File: config.mk
export PLATFORM = sky130hd
export DESIGN_NAME = seg7_scan_ctrl
export DESIGN_NICKNAME = d
export VERILOG_FILES = /design/src/rtl/seg7_scan_ctrl.sv
export SDC_FILE = /design/constraint.sdc
export NUM_CORES = 1
export LEC_CHECK = 0
export CORE_MARGIN = 1
export CORE_UTILIZATION = 25
export DETAILED_ROUTE_END_ITERATION = 6
export PLACE_DENSITY_LB_ADDON = 0.05
export SETUP_SLACK_MARGIN = 0.5
export SKIP_LAST_GASP = 1
export SLEW_MARGIN = 10
export SYNTH_ARGS = -nofsm -noshare
export SYNTH_HDL_FRONTEND = slang
export SYNTH_SLANG_ARGS = --single-unit
File: constraint.sdc
create_clock -name i_clk -period 2.74 [get_ports i_clk]
set_input_delay 0.274 -clock i_clk [delete_from_list [all_inputs] [get_ports i_clk]]
set_output_delay 0.274 -clock i_clk [all_outputs]
set_load 0.02 [all_outputs]
File: src/rtl/seg7_scan_ctrl.sv
// Three-digit seven-segment front end. It captures an 8-bit product, hands it
// to the external binary-to-BCD converter, latches the returned digits, and
// time-multiplexes them onto one shared decoder with leading-zero blanking.
//
// state | meaning
// ------+----------------------------------------------------------------
// IDLE  | ready for a new product; i_data is captured on handshake
// CONV  | converter settles from o_bcd_data; digits are latched on exit
module seg7_scan_ctrl #(
  parameter int REFRESH_DIV   = 50000,
  parameter bit AN_ACTIVE_LOW = 1'b1
) (
  input  logic       i_clk,
  input  logic       i_rst_n,
  input  logic       i_valid,
  output logic       o_ready,
  input  logic [7:0] i_data,
  output logic [7:0] o_bcd_data,
  input  logic [3:0] i_units,
  input  logic [3:0] i_tens,
  input  logic [3:0] i_hunds,
  output logic [2:0] o_digit_sel,
  output logic [3:0] o_digit,
  output logic       o_blank,
  output logic       o_err
);

  localparam int CNT_W = (REFRESH_DIV > 1) ? $clog2(REFRESH_DIV) : 1;
  localparam logic [CNT_W-1:0] CNT_MAX = CNT_W'(REFRESH_DIV - 1);
  localparam logic [2:0] SEL_OFF   = AN_ACTIVE_LOW ? 3'b111 : 3'b000;
  localparam logic [2:0] SEL_UNITS = AN_ACTIVE_LOW ? 3'b110 : 3'b001;

  typedef enum logic {ST_IDLE, ST_CONV} state_t;
  typedef enum logic [1:0] {SLOT_UNITS, SLOT_TENS, SLOT_HUNDS} slot_t;

  state_t          state_q, state_d;
  logic            ready_q, ready_d;
  logic [7:0]      bcd_data_q, bcd_data_d;
  logic [3:0]      units_q, units_d, tens_q, tens_d, hunds_q, hunds_d;
  logic            err_q, err_d;
  logic [CNT_W-1:0] cnt_q, cnt_d;
  slot_t           slot_q, slot_d;
  logic [2:0]      sel_q, sel_d;
  logic [3:0]      digit_q, digit_d;
  logic            blank_q, blank_d;

  logic [2:0]      onehot;

  // Handshake FSM: capture the operand, then latch converter digits one cycle later
  always_comb begin
    state_d    = state_q;
    ready_d    = ready_q;
    bcd_data_d = bcd_data_q;
    units_d    = units_q;
    tens_d     = tens_q;
    hunds_d    = hunds_q;
    err_d      = err_q;
    case (state_q)
      ST_IDLE: begin
        if (i_valid && ready_q) begin
          bcd_data_d = i_data;
          ready_d    = 1'b0;
          state_d    = ST_CONV;
        end
      end
      ST_CONV: begin
        units_d = i_units;
        tens_d  = i_tens;
        hunds_d = i_hunds;
        // digits are kept even when illegal so the bad value stays visible
        err_d   = (i_units > 4'd9) || (i_tens > 4'd9) || (i_hunds > 4'd2);
        ready_d = 1'b1;
        state_d = ST_IDLE;
      end
      default: begin
        ready_d = 1'b1;
        state_d = ST_IDLE;
      end
    endcase
  end

  // Free-running scan counter; the slot rotates units -> tens -> hunds on wrap
  always_comb begin
    cnt_d  = cnt_q + 1'b1;
    slot_d = slot_q;
    if (cnt_q == CNT_MAX) begin
      cnt_d = '0;
      case (slot_q)
        SLOT_UNITS: slot_d = SLOT_TENS;
        SLOT_TENS:  slot_d = SLOT_HUNDS;
        default:    slot_d = SLOT_UNITS;
      endcase
    end
  end

  // Slot outputs are built from next-state slot and digits so they change on
  // the same edge as either source, and a scan never mixes old and new digits
  always_comb begin
    onehot  = 3'b001;
    blank_d = 1'b0;
    digit_d = units_d;
    case (slot_d)
      SLOT_TENS: begin
        onehot  = 3'b010;
        blank_d = (hunds_d == 4'd0) && (tens_d == 4'd0);
        digit_d = tens_d;
      end
      SLOT_HUNDS: begin
        onehot  = 3'b100;
        blank_d = (hunds_d == 4'd0);
        digit_d = hunds_d;
      end
      default: begin
        onehot  = 3'b001;
        blank_d = 1'b0;
        digit_d = units_d;
      end
    endcase
    if (blank_d) begin
      sel_d   = SEL_OFF;
      digit_d = 4'd0;
    end else begin
      sel_d = AN_ACTIVE_LOW ? ~onehot : onehot;
    end
  end

  // State and registered outputs
  always_ff @(posedge i_clk or negedge i_rst_n) begin
    if (!i_rst_n) begin
      state_q    <= ST_IDLE;
      ready_q    <= 1'b1;
      bcd_data_q <= 8'd0;
      units_q    <= 4'd0;
      tens_q     <= 4'd0;
      hunds_q    <= 4'd0;
      err_q      <= 1'b0;
      cnt_q      <= '0;
      slot_q     <= SLOT_UNITS;
      sel_q      <= SEL_UNITS;
      digit_q    <= 4'd0;
      blank_q    <= 1'b0;
    end else begin
      state_q    <= state_d;
      ready_q    <= ready_d;
      bcd_data_q <= bcd_data_d;
      units_q    <= units_d;
      tens_q     <= tens_d;
      hunds_q    <= hunds_d;
      err_q      <= err_d;
      cnt_q      <= cnt_d;
      slot_q     <= slot_d;
      sel_q      <= sel_d;
      digit_q    <= digit_d;
      blank_q    <= blank_d;
    end
  end

  assign o_ready     = ready_q;
  assign o_bcd_data  = bcd_data_q;
  assign o_digit_sel = sel_q;
  assign o_digit     = digit_q;
  assign o_blank     = blank_q;
  assign o_err       = err_q;

endmodule

==> summary.md, run 1 <==
| Metric | Value |
|---|---|
| Outcome | completed |
| Seq pwr share | between 50% and 60% |
| Critical Path RT | between 2 and 3 ns |
| # port buffers | 40 |
| Initial antenna violation count | 0 |
| Critical path launch point type | flip-flop |
| Core Box Area | approximately 8300 um2 |
| Design area | 2920 um2 |
| Critical Setup Path Class | flip-flop to flip-flop |
| Async set-reset flop share out of synthesis | 100% |
| Critical Path Sink Type | flip-flop |
| Post-DP HPWL | 3.46 mm |
| DR DRC count | 0 |
| DP Worst Slack | roughly 0.19 ns |
| Gp weighted congestion | 0.757 |
| Remaining antenna violation count | 0 |
| N_diodes | 0 |
| WL/cell | about 14 um |
| Die area | 9010 um2 |
| Final Hold Fails | 0 |
| Setup Viol. Count Final | 0 |
| Global route total overflow | 0 |
| Switching share of power | 21.0% |
| WP buf/inv | 0 |
| Dpl cells | 326 |
| Psw | between 200 and 300 uW |
| EDFF count, synth | 0 |
| Final TNS setup | 0 ns |
| Slowest stage delay, CP | about 0.47 ns |
| Power density over the cells | between 400 and 500 nW/um2 |
| Comb power frac | around 4.4% |
| Worst Max-Slew Pin Slew | ~0.50 ns |
| Mapped Area | 2160 um2 |
| First-pass GRT wire length | roughly 8.1 mm |
| Fmax | 415 MHz |
| Worst skew pair latency | approximately 0.30 ns |
| TritonRoute pass-1 iters | 4 |
| RSZ-0062 raised after global routing | true |
| Synthesis-to-finish area growth | 35.1% |
| Pleak | about 1.4 nW |
| Cells after synthesis | 179 |
| Total number of vias | approximately 1500 |
| CTS clk-pin slew, worst paths | 0.09 ns |
| Placed cell areas | 2720 um2 |
| Cells along the critical path | nor4bb_2 -> and4_4 -> mux2_4 -> ha_4 -> or4b_4 -> nor3_4 -> o311ai_4 -> o211a_1 |
| FILL cells | roughly 840 |
| Initial Utilization | 26.0% |
| Layout Cells excl Fill | 341 |
| Yosys warning count | 0 |
| Bufs on Longest Clock Path | 2 |
| Final period util | 87.9% |
| Max transition margin | 66.6% |
| Top_reg_cell synth | dfrtp_1 |
| Die Height | between 90 and 100 um |
| Clock share of power | 37.5% |
| Layout cells sized above 1 | 20.3% |
| Max-Cap Viols | 0 |
| Yosys reg bits | 49 |
| Clock sinks | 49 |
| Yosys cell types | 43 |
| Total Wirelength | 4.69 mm |
| P_int | 981 uW |
| Syn nets | 205 |
| VDD IR max | 0.000170 V |
| CP delay by family, top | simple AND/OR/NAND/NOR gates |
| Total power draw | about 1.2 mW |
| Initial drt markers | between 40 and 50 |
| CTS tree | yes |
| CP arrival | 2.60 ns |
| Htree depth | 2 |
| Final Skew | 0.00323 ns |
| Seq/Total Area, Yosys | 57.0% |
| Gr usage total | 11.7% |
| Setup ws final | 0.331 ns |
| Max Slew Vio Count | 0 |
| Mapped Avg Cell Area | 12.1 um2 |
| Largest net degree at the start of global routing | 31 |
| Final layout net count | 261 |
| # rows | 33 |
| Top-level I/O count | a little over 40 |
| Avg Vias per Cell | 4.48 |
| Number of global-route vias before repair | between 1500 and 2000 |
| Die W | 94.9 um |
| CP max FO | 6 |
| Hold Crit Class | primary input to asynchronous set/reset pin |
| Root Buffer Master | clkbuf_8 |
| Tmin final | 2.41 ns |
| TritonCTS buffer count | 5 |
| Critical Path Slowest Stage Cell | or4b_4 |
-- worst paths after layout --
kind	from	end	slack [ns]	cells past startpoint
worst max-delay path	cnt_q[12]	o_digit[3]	0.33	8
worst min-delay path	i_rst_n	cnt_q[13]	0.45	2
worst max register to register	cnt_q[12]	o_digit[3]	0.33	8
worst min register to register	o_bcd_data[7]	o_bcd_data[7]	0.48	2
max in group asynchronous	i_rst_n	o_ready	1.49	3
min in group i_clk	o_bcd_data[7]	o_bcd_data[7]	0.48	2
-- cells in the mapped netlist, drive strengths merged, types with 4 or more instances --
library cell  instances  share of area [%]
nor2                 12                2.1
nand3                 6                1.4
nand4                 4                1.2
nand2                28                4.9
xnor2                 7                2.8
xor2                  6                2.4
mux2                 13                7.0
inv                   9                1.6
nor3                  4                1.2
a221o                 4                2.0
o211a                 4                1.9
dfrtp                46                 53
-- timing repair --
item	in CTS	in global routing
gates resized for setup	5	3
hold endpoints to repair	17	0
hold buffers	1	0
pin swaps	11	5
buffers inserted	4	2
setup endpoints to repair	6	6
-- per-layer routing --
layer	global-route usage, %	share of wire [%]	vias to the layer above
li1	-	-	737
met5	0	0	-
met1	14.9	46	755
met3	3.14	4.3	5
met4	4.17	1.3	0
met2	19.0	48	31
-- power groups by stage --
stage          combinational, mW  sequential (mW)  clock [mW]
6_report                  0.0543            0.723       0.465
5_1_grt                   0.0610            0.723       0.523
4_1_cts                   0.0568            0.723       0.492
3_5_place_dp              0.0555            0.737           0
3_3_place_gp              0.0544            0.737           0
2_1_floorplan            0.00237            0.737           0
-- layout by cell type, fill, tap and decap left out, types with 2 or more instances in the layout --
master and count:
a221o_1 2, a221o_2 2, buf_4 11, clkbuf_8 7, clkdlybuf4s50_1 39, dfrtp_1 46, dfstp_2 3, inv_1 6
inv_2 3, mux2_1 7, mux2_2 4, mux2_4 2, nand2_1 27, nand3_1 6, nand4_1 4, nor2_1 12
nor3_1 2, nor4_1 3, o211a_1 4, o21ai_0 2, xnor2_1 7, xor2_1 6
-- flip-flops by register name, indices dropped and copies added, names as in the netlist --
register     flops
o_err            1
o_digit_sel      3
tens_q           4
o_bcd_data       8
units_q          4
cnt_q           16
o_blank          1
state_q          1
hunds_q          4
o_digit          4
slot_q           2
o_ready          1
-- worst reg2reg max path, cell delays in order (launching register included) --
cell,delay [ns]
dfrtp_1,0.42
nor4bb_2,0.31
and4_4,0.31
mux2_4,0.17
ha_4,0.13
or4b_4,0.47
nor3_4,0.21
o311ai_4,0.13
o211a_1,0.16
-- cell type report --
| class | count | area [um2] | share of cell area, % |
|---|---|---|---|
| tap | 105 | 131 | 4.50 |
| sequential | 49 | 1230 | 42.2 |
| clock buffer | 7 | 96.3 | 3.30 |
| timing repair buffer | 52 | 488 | 16.7 |
| inverter | 9 | 33.8 | 1.16 |
| clock inverter | 1 | 5.00 | 0.172 |
| multi-input combinational | 118 | 932 | 32.0 |
-- logic make-up after synthesis --
family / share of synthesized area [%]
buffers and inverters: 3.01
AO/OA/AOI/OAI: 8.52
multiplexers: 7.88
flip-flops: 57.0
XOR/XNOR: 5.28
AND/OR/NAND/NOR: 16.6
adder cells (fa/ha/maj): 1.74
-- through the flow --
step / util (%) / hold WS [ns]
global route: 35.1 / 0.483
finish: 35.1 / 0.449
global placement: 32.8 / 0.244
CTS: 34.8 / 0.467
floorplan: - / -0.0216
detailed placement: 32.8 / 0.257
(Power assumes the default switching activity.)
==> run 2, diff against run 1 <==
--- a/config.mk
+++ b/config.mk
@@ -7,6 +7,7 @@
 export LEC_CHECK = 0
 export CORE_MARGIN = 1
 export CORE_UTILIZATION = 25
+export CTS_CLUSTER_SIZE = 25
 export DETAILED_ROUTE_END_ITERATION = 6
 export PLACE_DENSITY_LB_ADDON = 0.05
 export SETUP_SLACK_MARGIN = 0.5
==> constraint.sdc (replaced) <==
create_clock -name i_clk -period 2.4 [get_ports i_clk]
set_input_delay 0.48 -clock i_clk [delete_from_list [all_inputs] [get_ports i_clk]]
set_output_delay 0.48 -clock i_clk [all_outputs]
set_load 0.02 [all_outputs]
==> run 2 against run 1 <==
- first-iteration DRC count unchanged
- combinational power rose by 11%
- sequential power increased by 14%
- highest routed layer unchanged
==> summary.md, run 2 (synthesis results as in run 1) <==
| Metric | Value |
|---|---|
| Met3 routed WL | 184 um (-8.9%) |
| Remaining antenna violation count | 0 (unchanged) |
| Final Util | 35.7% (+0.59 points) |
| Bufs on Longest Clock Path | 2 (unchanged) |
| Power density over the cells | 456 nW/um2 (+7.0%) |
| Post-DP HPWL | 3.49 mm (+1.1%) |
| Most flop-heavy register | cnt_q |
| Avg Vias per Cell | 4.46 (-0.43%) |
| Max-Cap Viols | 0 (unchanged) |
| Die W | 94.9 um (unchanged) |
| Layout cells sized above 1 | 22.8% (+2.4 points) |
| Setup Viol. Count Final | 0 (unchanged) |
| Most common cell after layout, fill and taps aside | dfrtp_1 |
| Commonest non-fill, non-tap cells in the layout | dfrtp_1, clkdlybuf4s50_1, nand2_1, buf_4, nor2_1 |
| Htree depth | 2 (unchanged) |
| RSZ-0062 raised after global routing | true |
| Gp weighted congestion | 0.790 (+4.3%) |
| Largest net degree at the start of global routing | 50 (+61%) |
| # port buffers | 40 (unchanged) |
| WL/cell | 13.4 um (-2.4%) |
| Final Hold Fails | 0 (unchanged) |
| Critical Path Sink Type | flip-flop |
| DP Worst Slack | -0.104 ns (-0.294 ns) |
| Initial Utilization | 26.0% (unchanged) |
| Total number of vias | 1566 (+2.5%) |
| Cells along the critical path | nor4bb_2 -> and4_4 -> nand2_2 -> mux2_4 -> ha_4 -> or4bb_1 -> nor3_2 -> o311ai_4 -> o211a_1 |
| DR DRC count | 0 (unchanged) |
| Die Height | 94.9 um (unchanged) |
| Slowest stage delay, CP | 0.40 ns (-0.07 ns) |
| Worst Max-Slew Pin Slew | 0.618 ns (+0.117 ns) |
| Clock sinks | 49 (unchanged) |
| Top-level I/O count | 41 (unchanged) |
| Max FFs per register | 16 (unchanged) |
| Total power draw | 1.35 mW (+8.8%) |
| VDD IR max | 0.000200 V (+18%) |
| Critical path launch point type | flip-flop |
| Tmin final | 2.36 ns (-0.0472 ns) |
| Global route total overflow | 0 (unchanged) |
| Max Slew Vio Count | 0 (unchanged) |
| Final TNS setup | 0 ns (unchanged) |
| Core Box Area | 8300 um2 (unchanged) |
| Setup ws final | 0.0384 ns (-0.293 ns) |
| Worst skew pair latency | 0.30 ns (about the same) |
| Fmax | 423 MHz (+2.0%) |
| Hold WS | 0.285 ns (-0.164 ns) |
| Total Wirelength | 4.71 mm (+0.43%) |
| Final period util | 98.4% (+10 points) |
| Outcome | completed |
| Hold Crit Class | primary input to asynchronous set/reset pin |
| Hold Buf Count CTS | 0 (-1) |
| N_diodes | 0 (unchanged) |
| Top sig layer | met4 |
| Critical Path Slowest Stage Cell | dfrtp_1 |
| Pleak | 1.39 nW (+2.9%) |
| Synthesis-to-finish area growth | 37.4% |
| DR WL met2 | 2.30 mm (+1.5%) |
| TritonCTS buffer count | 5 (unchanged) |
| Final Skew | 0.00738 ns (+0.00415 ns) |
| Gr usage total | 11.6% (-0.12 points) |
| CTS clk-pin slew, worst paths | 0.09 ns (about the same) |
| CTS tree | yes |
| CP arrival | 2.60 ns (about the same) |
| Critical Setup Path Class | flip-flop to flip-flop |
| Final layout net count | 271 (+3.8%) |
| Number of global-route vias before repair | 1639 (-0.91%) |
| Metal-1 WL | 2.17 mm (+0.51%) |
| TritonRoute pass-1 iters | 4 (unchanged) |
| # rows | 33 (unchanged) |
| CP max FO | 6 (unchanged) |
| Initial antenna violation count | 0 (unchanged) |
| First-pass GRT wire length | 7.87 mm (-2.3%) |
| Max transition margin | 58.8% (-7.8 points) |
| Critical Path RT | 2.63 ns (-0.30 ns) |
| Die area | 9010 um2 (unchanged) |
| Initial drt markers | 43 (unchanged) |
| Root Buffer Master | clkbuf_8 |
-- run 2: per-layer routing --
layer	GRT usage (%)	up-vias
li1	-	760
met1	15.0	763
met2	19.0	38
met3	3.06	5
met4	3.41	0
met5	0	-
-- run 2: per-stage QoR --
stage	cells	instance area, um2
after global placement	340	2830
after global routing	351	2970
after floorplan	179	2200
final	351	2970
after detailed placement	340	2830
after CTS	350	2950
-- run 2: worst paths after layout --
kind / startpoint / endpoint / slack (ns) / depth (start not counted)
setup / recovery: cnt_q[5] / o_digit[1] / 0.04 / 9
min in group i_clk: o_bcd_data[7] / o_bcd_data[7] / 0.48 / 2
hold / removal: i_rst_n / slot_q[1] / 0.29 / 2
hold reg to reg: o_bcd_data[7] / o_bcd_data[7] / 0.48 / 2
setup reg to reg: cnt_q[5] / o_digit[1] / 0.04 / 9
max in group asynchronous: i_rst_n / cnt_q[1] / 1.71 / 2
-- run 2: timing repair --
action | CTS | global route
setup buffers | 2 | 1
resized for setup | 7 | 4
pin swaps | 3 | 3
setup endpoints to repair | 10 | 9
-- run 2: power by group --
group,switching (mW),internal (mW)
registers,0,0.825
logic,0.0273,0.0331
clock network,0.259,0.208
-- run 2: final cells by class --
| type | count | area (um2) |
|---|---|---|
| clock buffer | 8 | 80.1 |
| fill | 838 | 5330 |
| inverter | 9 | 33.8 |
| multi-input combinational | 118 | 930 |
| sequential | 49 | 1230 |
| tap | 105 | 131 |
| timing repair buffer | 62 | 561 |
-- run 2: critical path, delay by kind of cell, from the launching register on --
family,cells,cell delay (ns)
AOI/OAI and AO/OA,2,0.55
adders and majority gates,1,0.16
DFF,1,0.40
muxes,1,0.28
and+or+nand+nor,5,0.91
==> run 3, diff against run 2 <==
--- a/config.mk
+++ b/config.mk
@@ -9,6 +9,7 @@
 export CORE_UTILIZATION = 25
 export CTS_CLUSTER_SIZE = 25
 export DETAILED_ROUTE_END_ITERATION = 6
+export HOLD_SLACK_MARGIN = 0.05
 export PLACE_DENSITY_LB_ADDON = 0.05
 export SETUP_SLACK_MARGIN = 0.5
 export SKIP_LAST_GASP = 1
==> results of run 3 <==
The final DEF is identical to that of run 2; final timing and power are the same.
